`src/rtl/hazard_ctl_if.sv`:
```
// ID-stage request and pipeline-control bundle between the core and hazard_ctl.
// The master side is the pipeline; the slave side is the hazard controller.
interface hazard_ctl_if #(
  parameter int REG_IDX_W = 5
);
  logic                 i_id_valid;
  logic                 i_id_rs1_en;
  logic                 i_id_rs2_en;
  logic [REG_IDX_W-1:0] i_id_rs1;
  logic [REG_IDX_W-1:0] i_id_rs2;
  logic                 i_id_dest_en;
  logic [REG_IDX_W-1:0] i_id_dest_reg;
  logic                 i_ex_hold;
  logic                 i_branch_taken;
  logic                 o_stall;
  logic                 o_flush_id;
  logic                 o_bubble_ex;
  logic                 o_redirect;
  logic [31:0]          o_hazard_cycles;

  modport master (
    output i_id_valid, i_id_rs1_en, i_id_rs2_en, i_id_rs1, i_id_rs2,
           i_id_dest_en, i_id_dest_reg, i_ex_hold, i_branch_taken,
    input  o_stall, o_flush_id, o_bubble_ex, o_redirect, o_hazard_cycles
  );

  modport slave (
    input  i_id_valid, i_id_rs1_en, i_id_rs2_en, i_id_rs1, i_id_rs2,
           i_id_dest_en, i_id_dest_reg, i_ex_hold, i_branch_taken,
    output o_stall, o_flush_id, o_bubble_ex, o_redirect, o_hazard_cycles
  );
endinterface

```
`src/rtl/hazard_ctl.sv`:
```
// RAW hazard scoreboard and taken-branch squash sequencer for the five-stage core.
//   state    | meaning
//   RUN      | normal issue; stalls on RAW hazards
//   REDIRECT | squashing IF/ID and ID/EX while IF refetches after a taken branch
module hazard_ctl #(
  parameter int REG_IDX_W    = 5,
  parameter int DEPTH        = 3,
  parameter int REDIRECT_LAT = 1
) (
  input  logic         clk,
  input  logic         clr,
  hazard_ctl_if.slave  bus
);
  localparam int LAT_M1 = (REDIRECT_LAT > 0) ? REDIRECT_LAT - 1 : 0;

  typedef enum logic {RUN, REDIRECT} state_t;
  typedef enum logic [2:0] {
    ACT_RESET, ACT_HOLD, ACT_BRANCH, ACT_SQUASH, ACT_HAZARD, ACT_ISSUE
  } act_t;

  state_t               state;
  logic [2:0]           cnt;
  logic [DEPTH-1:0]     sb_valid;
  logic [REG_IDX_W-1:0] sb_reg [DEPTH];
  logic [31:0]          hazard_cycles;

  logic rs1_hit;
  logic rs2_hit;
  logic hazard;
  act_t act;

  // WB slot is excluded: the register file writes before it is read.
  always_comb begin
    rs1_hit = 1'b0;
    rs2_hit = 1'b0;
    for (int k = 0; k < DEPTH - 1; k++) begin
      if (sb_valid[k] && (sb_reg[k] == bus.i_id_rs1)) rs1_hit = 1'b1;
      if (sb_valid[k] && (sb_reg[k] == bus.i_id_rs2)) rs2_hit = 1'b1;
    end
    hazard = bus.i_id_valid &&
             ((bus.i_id_rs1_en && (bus.i_id_rs1 != '0) && rs1_hit) ||
              (bus.i_id_rs2_en && (bus.i_id_rs2 != '0) && rs2_hit));
  end

  always_comb begin
    act = ACT_ISSUE;
    if (clr)                     act = ACT_RESET;
    else if (bus.i_ex_hold)      act = ACT_HOLD;
    else if (bus.i_branch_taken) act = ACT_BRANCH;
    else if (state == REDIRECT)  act = ACT_SQUASH;
    else if (hazard)             act = ACT_HAZARD;
  end

  always_comb begin
    bus.o_stall     = 1'b0;
    bus.o_flush_id  = 1'b0;
    bus.o_bubble_ex = 1'b0;
    case (act)
      ACT_RESET, ACT_BRANCH, ACT_SQUASH: begin
        bus.o_flush_id  = 1'b1;
        bus.o_bubble_ex = 1'b1;
      end
      ACT_HOLD:   bus.o_stall = 1'b1;
      ACT_HAZARD: begin
        bus.o_stall     = 1'b1;
        bus.o_bubble_ex = 1'b1;
      end
      default: ;
    endcase
  end

  always_ff @(posedge clk) begin
    if (act == ACT_RESET) begin
      sb_valid      <= '0;
      state         <= RUN;
      cnt           <= '0;
      hazard_cycles <= '0;
      for (int k = 0; k < DEPTH; k++) sb_reg[k] <= '0;
    end else if (act != ACT_HOLD) begin
      for (int k = 1; k < DEPTH; k++) begin
        sb_valid[k] <= sb_valid[k-1];
        sb_reg[k]   <= sb_reg[k-1];
      end
      sb_valid[0] <= (act == ACT_ISSUE) && bus.i_id_valid && bus.i_id_dest_en &&
                     (bus.i_id_dest_reg != '0);
      sb_reg[0]   <= bus.i_id_dest_reg;

      case (act)
        ACT_BRANCH: begin
          if (REDIRECT_LAT > 0) begin
            state <= REDIRECT;
            cnt   <= 3'(LAT_M1);
          end else begin
            state <= RUN;
          end
        end
        ACT_SQUASH: begin
          if (cnt == 3'd0) state <= RUN;
          else             cnt   <= cnt - 3'd1;
        end
        ACT_HAZARD: hazard_cycles <= hazard_cycles + 32'd1;
        default: ;
      endcase
    end
  end

  assign bus.o_redirect      = (state == REDIRECT);
  assign bus.o_hazard_cycles = hazard_cycles;
endmodule

```
`src/flat_wrapper.sv`:
```
// flat-port wrapper written by rule: the top's interface ports become plain ports
module hazard_ctl_flat 
#(
  parameter int REG_IDX_W    = 5,
  parameter int DEPTH        = 3,
  parameter int REDIRECT_LAT = 1
)
  (clk, clr, bus_i_id_valid, bus_i_id_rs1_en, bus_i_id_rs2_en, bus_i_id_rs1, bus_i_id_rs2, bus_i_id_dest_en, bus_i_id_dest_reg, bus_i_ex_hold, bus_i_branch_taken, bus_o_stall, bus_o_flush_id, bus_o_bubble_ex, bus_o_redirect, bus_o_hazard_cycles);
  hazard_ctl_if #(.REG_IDX_W(REG_IDX_W)) bus_i ();
  input  logic clk;
  input  logic clr;
  input wire logic [$bits(bus_i.i_id_valid)-1:0] bus_i_id_valid;
  input wire logic [$bits(bus_i.i_id_rs1_en)-1:0] bus_i_id_rs1_en;
  input wire logic [$bits(bus_i.i_id_rs2_en)-1:0] bus_i_id_rs2_en;
  input wire logic [$bits(bus_i.i_id_rs1)-1:0] bus_i_id_rs1;
  input wire logic [$bits(bus_i.i_id_rs2)-1:0] bus_i_id_rs2;
  input wire logic [$bits(bus_i.i_id_dest_en)-1:0] bus_i_id_dest_en;
  input wire logic [$bits(bus_i.i_id_dest_reg)-1:0] bus_i_id_dest_reg;
  input wire logic [$bits(bus_i.i_ex_hold)-1:0] bus_i_ex_hold;
  input wire logic [$bits(bus_i.i_branch_taken)-1:0] bus_i_branch_taken;
  output wire logic [$bits(bus_i.o_stall)-1:0] bus_o_stall;
  output wire logic [$bits(bus_i.o_flush_id)-1:0] bus_o_flush_id;
  output wire logic [$bits(bus_i.o_bubble_ex)-1:0] bus_o_bubble_ex;
  output wire logic [$bits(bus_i.o_redirect)-1:0] bus_o_redirect;
  output wire logic [$bits(bus_i.o_hazard_cycles)-1:0] bus_o_hazard_cycles;
  assign bus_i.i_id_valid = bus_i_id_valid;
  assign bus_i.i_id_rs1_en = bus_i_id_rs1_en;
  assign bus_i.i_id_rs2_en = bus_i_id_rs2_en;
  assign bus_i.i_id_rs1 = bus_i_id_rs1;
  assign bus_i.i_id_rs2 = bus_i_id_rs2;
  assign bus_i.i_id_dest_en = bus_i_id_dest_en;
  assign bus_i.i_id_dest_reg = bus_i_id_dest_reg;
  assign bus_i.i_ex_hold = bus_i_ex_hold;
  assign bus_i.i_branch_taken = bus_i_branch_taken;
  assign bus_o_stall = bus_i.o_stall;
  assign bus_o_flush_id = bus_i.o_flush_id;
  assign bus_o_bubble_ex = bus_i.o_bubble_ex;
  assign bus_o_redirect = bus_i.o_redirect;
  assign bus_o_hazard_cycles = bus_i.o_hazard_cycles;
  hazard_ctl #(.REG_IDX_W(REG_IDX_W), .DEPTH(DEPTH), .REDIRECT_LAT(REDIRECT_LAT)) u_core (.clk(clk), .clr(clr), .bus(bus_i));
endmodule
```
`config.mk`:
```
export PLATFORM = sky130hd
export DESIGN_NAME = hazard_ctl_flat
export DESIGN_NICKNAME = d
export VERILOG_FILES = /design/src/rtl/hazard_ctl_if.sv /design/src/rtl/hazard_ctl.sv /design/src/flat_wrapper.sv
export SDC_FILE = /design/constraint.sdc
export NUM_CORES = 1
export LEC_CHECK = 0
export BUFFER_PORTS_ARGS = -buffer_cell sky130_fd_sc_hd__buf_4
export CAP_MARGIN = 0
export CORE_MARGIN = 4
export CORE_UTILIZATION = 30
export CTS_CLUSTER_DIAMETER = 60
export DETAILED_ROUTE_END_ITERATION = 6
export PLACE_DENSITY = 0.59
export SLEW_MARGIN = 20
export SYNTH_ARGS = -nofsm -noshare
export SYNTH_HDL_FRONTEND = slang
export SYNTH_SLANG_ARGS = --single-unit
```
`constraint.sdc`:
```
create_clock -name clk -period 3.4 [get_ports clk]
set_clock_uncertainty 0.05 [all_clocks]
set_input_delay 0.34 -clock clk [delete_from_list [all_inputs] [get_ports clk]]
set_output_delay 0.34 -clock clk [all_outputs]
set_load 0.01 [all_outputs]
```
# After elaboration in Yosys (flattened, before gate mapping)
# Memory sizes are Yosys's and may differ from the RTL's.
# Cells that the tools add are included.
# totals
inputBits	23
mem_count	1
elab_cells	71
ff_bits	38
output_inout_bits	36
mem_bits_rw	15
# op_classes
eq_ne	12
n_reduce_logical	25
addsub	2
muxes	24
n_bitwise	3
# mem_list
memory	depth	word_bits	read_ports	rd_ports_with_merged_regs	write_ports	line	rtl
u_core.sb_reg	3	5	2	0	3	hazard_ctl.sv:24	logic [REG_IDX_W-1:0] sb_reg [DEPTH];
# ops
cell	count
adder 32 x 1 -> 32 bit (second input constant)	1
== test 5 bit	4
two-way mux 3 bit	5
two-way mux 5 bit	3
nonzero test 5 bit	3
two-way mux 1 bit	14
logical AND 1 bit	12
== test 3 x 2 -> 1 bit (second input constant)	2
== test 3 bit (second input constant)	2
zero test 3 bit	2
one-hot mux 3 bit (2 select lines)	1
AND reduction 3 bit	2
OR reduction 4 bit	1
== test 3 x 1 -> 1 bit (second input constant)	1
!= test 3 x 1 -> 1 bit (second input constant)	1
bitwise OR 1 bit	3
OR reduction 3 bit	1
subtractor 3 x 1 -> 3 bit (second input constant)	1
!= test 2 x 1 -> 1 bit (second input constant)	1
!= test 2 bit (second input constant)	1
one-hot mux 1 bit (2 select lines)	1
AND reduction 2 bit	1
nonzero test 2 bit	1
OR reduction 2 bit	1
logical OR 1 bit	1

# Longest topological paths before layout
# An unclocked memory read counts as a cell.
# logic_depth
ltp_word	18
depth_mapped	8

# Worst setup path before layout
# OpenSTA, ideal clock, no wires.
# synth_path
path_type	in2out
from	in bus_i_id_rs2[1]
to	out bus_o_bubble_ex
setup_slack_ns	1.219
arrival_time_ns	1.791
t_required_ns	3.010
cell_stages	6
path_cell_list	or4_1 > o21a_1 > a22oi_2 > buf_2 > nor3_1 > or2_1
# synth_between
elab_chain_cells	15
word_cells_on_any_way	22
cone_classes	eq/ne (5); mux (8); reduce/logical (9)
# synth_lines
element	line	rtl
from (decl)	flat_wrapper.sv:16	input wire logic [$bits(bus_i.i_id_rs2)-1:0] bus_i_id_rs2;
== test 5 bit	hazard_ctl.sv:38	if (sb_valid[k] && (sb_reg[k] == bus.i_id_rs2)) rs2_hit = 1'b1;
logical AND 1 bit	hazard_ctl.sv:38	
two-way mux 1 bit (2 in series)	hazard_ctl.sv:38	
logical AND 1 bit *	hazard_ctl.sv:42	(bus.i_id_rs2_en && (bus.i_id_rs2 != '0) && rs2_hit));
logical OR 1 bit *	hazard_ctl.sv:41	((bus.i_id_rs1_en && (bus.i_id_rs1 != '0) && rs1_hit) ||
logical AND 1 bit *	hazard_ctl.sv:40	hazard = bus.i_id_valid &&
two-way mux 1 bit *	hazard_ctl.sv:51	else if (hazard) act = ACT_HAZARD;
two-way mux 3 bit *	hazard_ctl.sv:50	else if (state == REDIRECT) act = ACT_SQUASH;
two-way mux 3 bit *	hazard_ctl.sv:49	else if (bus.i_branch_taken) act = ACT_BRANCH;
two-way mux 3 bit *	hazard_ctl.sv:48	else if (bus.i_ex_hold) act = ACT_HOLD;
two-way mux 3 bit *	hazard_ctl.sv:47	if (clr) act = ACT_RESET;
== test 3 bit (tied with other cells)	hazard_ctl.sv:58	case (act)
OR reduction 4 bit (no source line) *	--	
two-way mux 1 bit *	hazard_ctl.sv:58	
to (decl)	flat_wrapper.sv:23	output wire logic [$bits(bus_i.o_bubble_ex)-1:0] bus_o_bubble_ex;
# Every way passes the cells marked *; elsewhere a longest branch is shown, timed or not.

==> flow_summary.json <==
{
  "outcome": "finished, final reports clean",
  "drc": 0,
  "end_kind": "output pin",
  "grt_max_degree": 51,
  "drt-pass1-iter-count": 4,
  "synthDistinctLibCells": 39,
  "grt-ovfl-total": 0,
  "rsz0062_at_grt": "no",
  "hold_viol": 0,
  "critical_path_buf_inv_count": 1,
  "cts.sinks": 48,
  "fin_crit_ns": 2.41,
  "hpwl_um": 5040,
  "antenna_found_initial": 0,
  "synth_edf_count": 10,
  "syn_area_per_cell_um2": 8.82,
  "mostFrequentLayoutCell": "buf_4",
  "h-tree-depth": 2,
  "ioPinCount": 59,
  "total_power_mw": 1.11,
  "worstHoldPathType": "input port to flop",
  "core_area_um2": 8810,
  "cts_tree": "yes",
  "cap_violations": 0,
  "cp.required_ns": 3.01,
  "netlist_instances": 311,
  "vias": 2543,
  "post-place-ws_ns": 1.02,
  "clk_pin_slew_worst_paths_ns": 0.08,
  "cp_max_fo": 3,
  "viasPerCell": 5.46,
  "nNetsFinal": 384,
  "ys.flop_type": "dfxtp_1",
  "r2r_end": "u_core.bus.o_hazard_cycles[11]",
  "fin_crit_sh_pct": 70.8,
  "slew_headroom_pct": 59.9,
  "worst-slew-pin-transition_ns": 0.596,
  "gr-usage-all-layers_pct": 13.4,
  "antenna_cells": 0,
  "clkLatencyLatePin_ns": 0.30,
  "cts_hold_buf": 0,
  "start_kind": "flop",
  "most-common-layout-cells": "61 x buf_4, 38 x dfxtp_1, 31 x or4_1, 30 x a21oi_1, 25 x o31ai_1",
  "grt_pass1_wl_um": 12200,
  "die_area_um2": 10700,
  "timing.fmax_mhz": 415,
  "placed_area_um2": 3250,
  "synthToLayoutAreaGrowth_pct": 22.2,
  "rows": 34,
  "floorplan.initialDensity_pct": 31.2,
  "cp_cell_sequence": "xnor2_1 > nand4_1 > o22ai_1 > a22oi_2 > nor3_1 > or2_1 > buf_4",
  "cts_buffers": 5,
  "drt_iter0_drc": 126,
  "wl_per_cell_um": 15.3,
  "synth_fp_nets": 337,
  "ff2ff_setup_slack_ns": 1.04,
  "hp-start": "bus_i_id_dest_reg[4]",
  "vdd_ir_drop_max_mv": 0.135,
  "syn_area_um2": 2740,
  "slew_violations": 0,
  "cellPowerDensity_nw_per_um2": 330,
  "fin_ws_ns": 0.991,
  "synthArstFlopShare_pct": 0,
  "cts_root_buf": "clkbuf_8",
  "cpPeakStageDelay_ns": 0.46,
  "yosysWarnings": 0,
  "seq_area_frac_synth_pct": 38.7,
  "cts.repair.resized": 0,
  "hold_depth": 2,
  "largest_register_ffs": 32,
  "gp_congestion": 0.892,
  "io_buffers": 58,
  "ys_ff_latch": 48,
  "die_w_um": 104,
  "die_h_um": 104,
  "cts_setup_buffers": 0,
  "cp_slowest_cell": "edfxtp_1",
  "grt_pass1_vias": 2404,
  "p_leak_nw": 1.18,
  "final_core_util_pct": 38.1,
  "routed_wl_um": 7110,
  "r2r_start": "u_core.sb_reg[0][1]",
  "cp_top_family": "simple AND/OR/NAND/NOR gates",
  "postRouteAntennaNets": 0,
  "path_class": "flop to output pin",
  "cts.path.max_buffers": 2,
  "critPathArrivalTime_ns": 2.02,
  "stdcell_area_um2": 3350,
  "nFillCells": 908,
  "whs_endpoint": "u_core.sb_reg[0][4]",
  "r2r_cells": 7,
  "setup_tns_ns": 0,
  "setup_viol": 0,
  "drive_gt1_share_pct": 20.4
}
==> synth_stat cells, drive strengths merged, types with 3 or more instances <==
cell type / instances / share of area (%)
buf: 6 / 1.1
ha: 3 / 1.4
nand2b: 3 / 0.68
nand3: 15 / 3.2
and3: 10 / 2.3
dfxtp: 38 / 28
xnor2: 21 / 6.7
nand2: 18 / 2.5
nor2: 14 / 1.9
nand4: 14 / 3.2
nor3: 6 / 1.1
mux2i: 3 / 1.1
o21ai: 4 / 0.73
a21oi: 30 / 5.5
and2: 16 / 3.6
or4: 31 / 8.5
o21a: 3 / 0.82
inv: 5 / 0.68
nor4: 3 / 1.2
nor2b: 5 / 1.1
mux2: 3 / 1.2
edfxtp: 10 / 11
clkbuf: 15 / 2.1
o31ai: 25 / 6.8
==> worst register-to-register path, cell delays in order, from the launching register on <==
cell and delay, ns:
edfxtp_1 0.46, xnor2_1 0.20, nand4_1 0.11, o22ai_1 0.34, a22oi_2 0.12, buf_4 0.29, or4_1 0.57, a21oi_1 0.16
==> logic make-up (layout without fill, tap and decap cells) <==
logic type	Yosys count	after routing	share of synthesized area, %
DFF	48	48	38.7
muxes	6	6	2.33
AOI/OAI and AO/OA	68	68	16.6
xor gates and xnor gates	21	21	6.70
adders and majority gates	3	3	1.37
buffers and inverters	26	73	3.88
and+or+nand+nor	139	139	30.5
==> how the worst max path moves through the flow <==
stage / from / to / slack [ns] / cells after the start
after CTS: u_core.sb_reg[0][1] / bus_o_bubble_ex / 0.95 / 7
after global routing: u_core.sb_reg[0][1] / bus_o_bubble_ex / 0.85 / 7
final: u_core.sb_reg[0][1] / bus_o_bubble_ex / 0.99 / 7
after global placement: bus_i_id_rs1[1] / bus_o_stall / 1.04 / 7
after floorplan: bus_i_id_rs2[1] / bus_o_bubble_ex / 1.22 / 6
after detailed placement: bus_i_id_rs1[1] / bus_o_stall / 1.02 / 7
==> metal layers <==
metal  up-vias  track usage, %  share of wire [%]
li1       1266               -                  -
met1      1207            18.0                 48
met2        63            21.5                 46
met3         7            3.48                5.3
met4         0            2.94               0.87
met5         -               0                  0
==> report_power, final <==
| part | leakage, nW | internal [mW] | switching [mW] |
|---|---|---|---|
| Combinational | 0.712 | 0.0498 | 0.0503 |
| Clock | 0.0513 | 0.216 | 0.188 |
| Sequential | 0.415 | 0.592 | 0.0106 |
| Total | 1.18 | 0.857 | 0.249 |
==> metrics by stage <==
step,hold slack [ns],std cells
after detailed placement,0.431,459
after global routing,0.254,466
after floorplan,0.400,311
final,0.272,466
after CTS,0.261,466
after global placement,0.415,459
==> area by class of cell <==
| class | instances | area, um^2 | area share (%) |
|---|---|---|---|
| clock inverters | 1 | 30.0 | 0.896 |
| flip-flops and latches | 48 | 1060 | 31.7 |
| well taps | 108 | 135 | 4.03 |
| multi-input cells | 237 | 1580 | 47.0 |
| clock buffers | 6 | 72.6 | 2.16 |
| repair buffers | 61 | 458 | 13.7 |
| inverters | 5 | 18.8 | 0.560 |
Note: power is estimated with default switching activity, not from simulation.
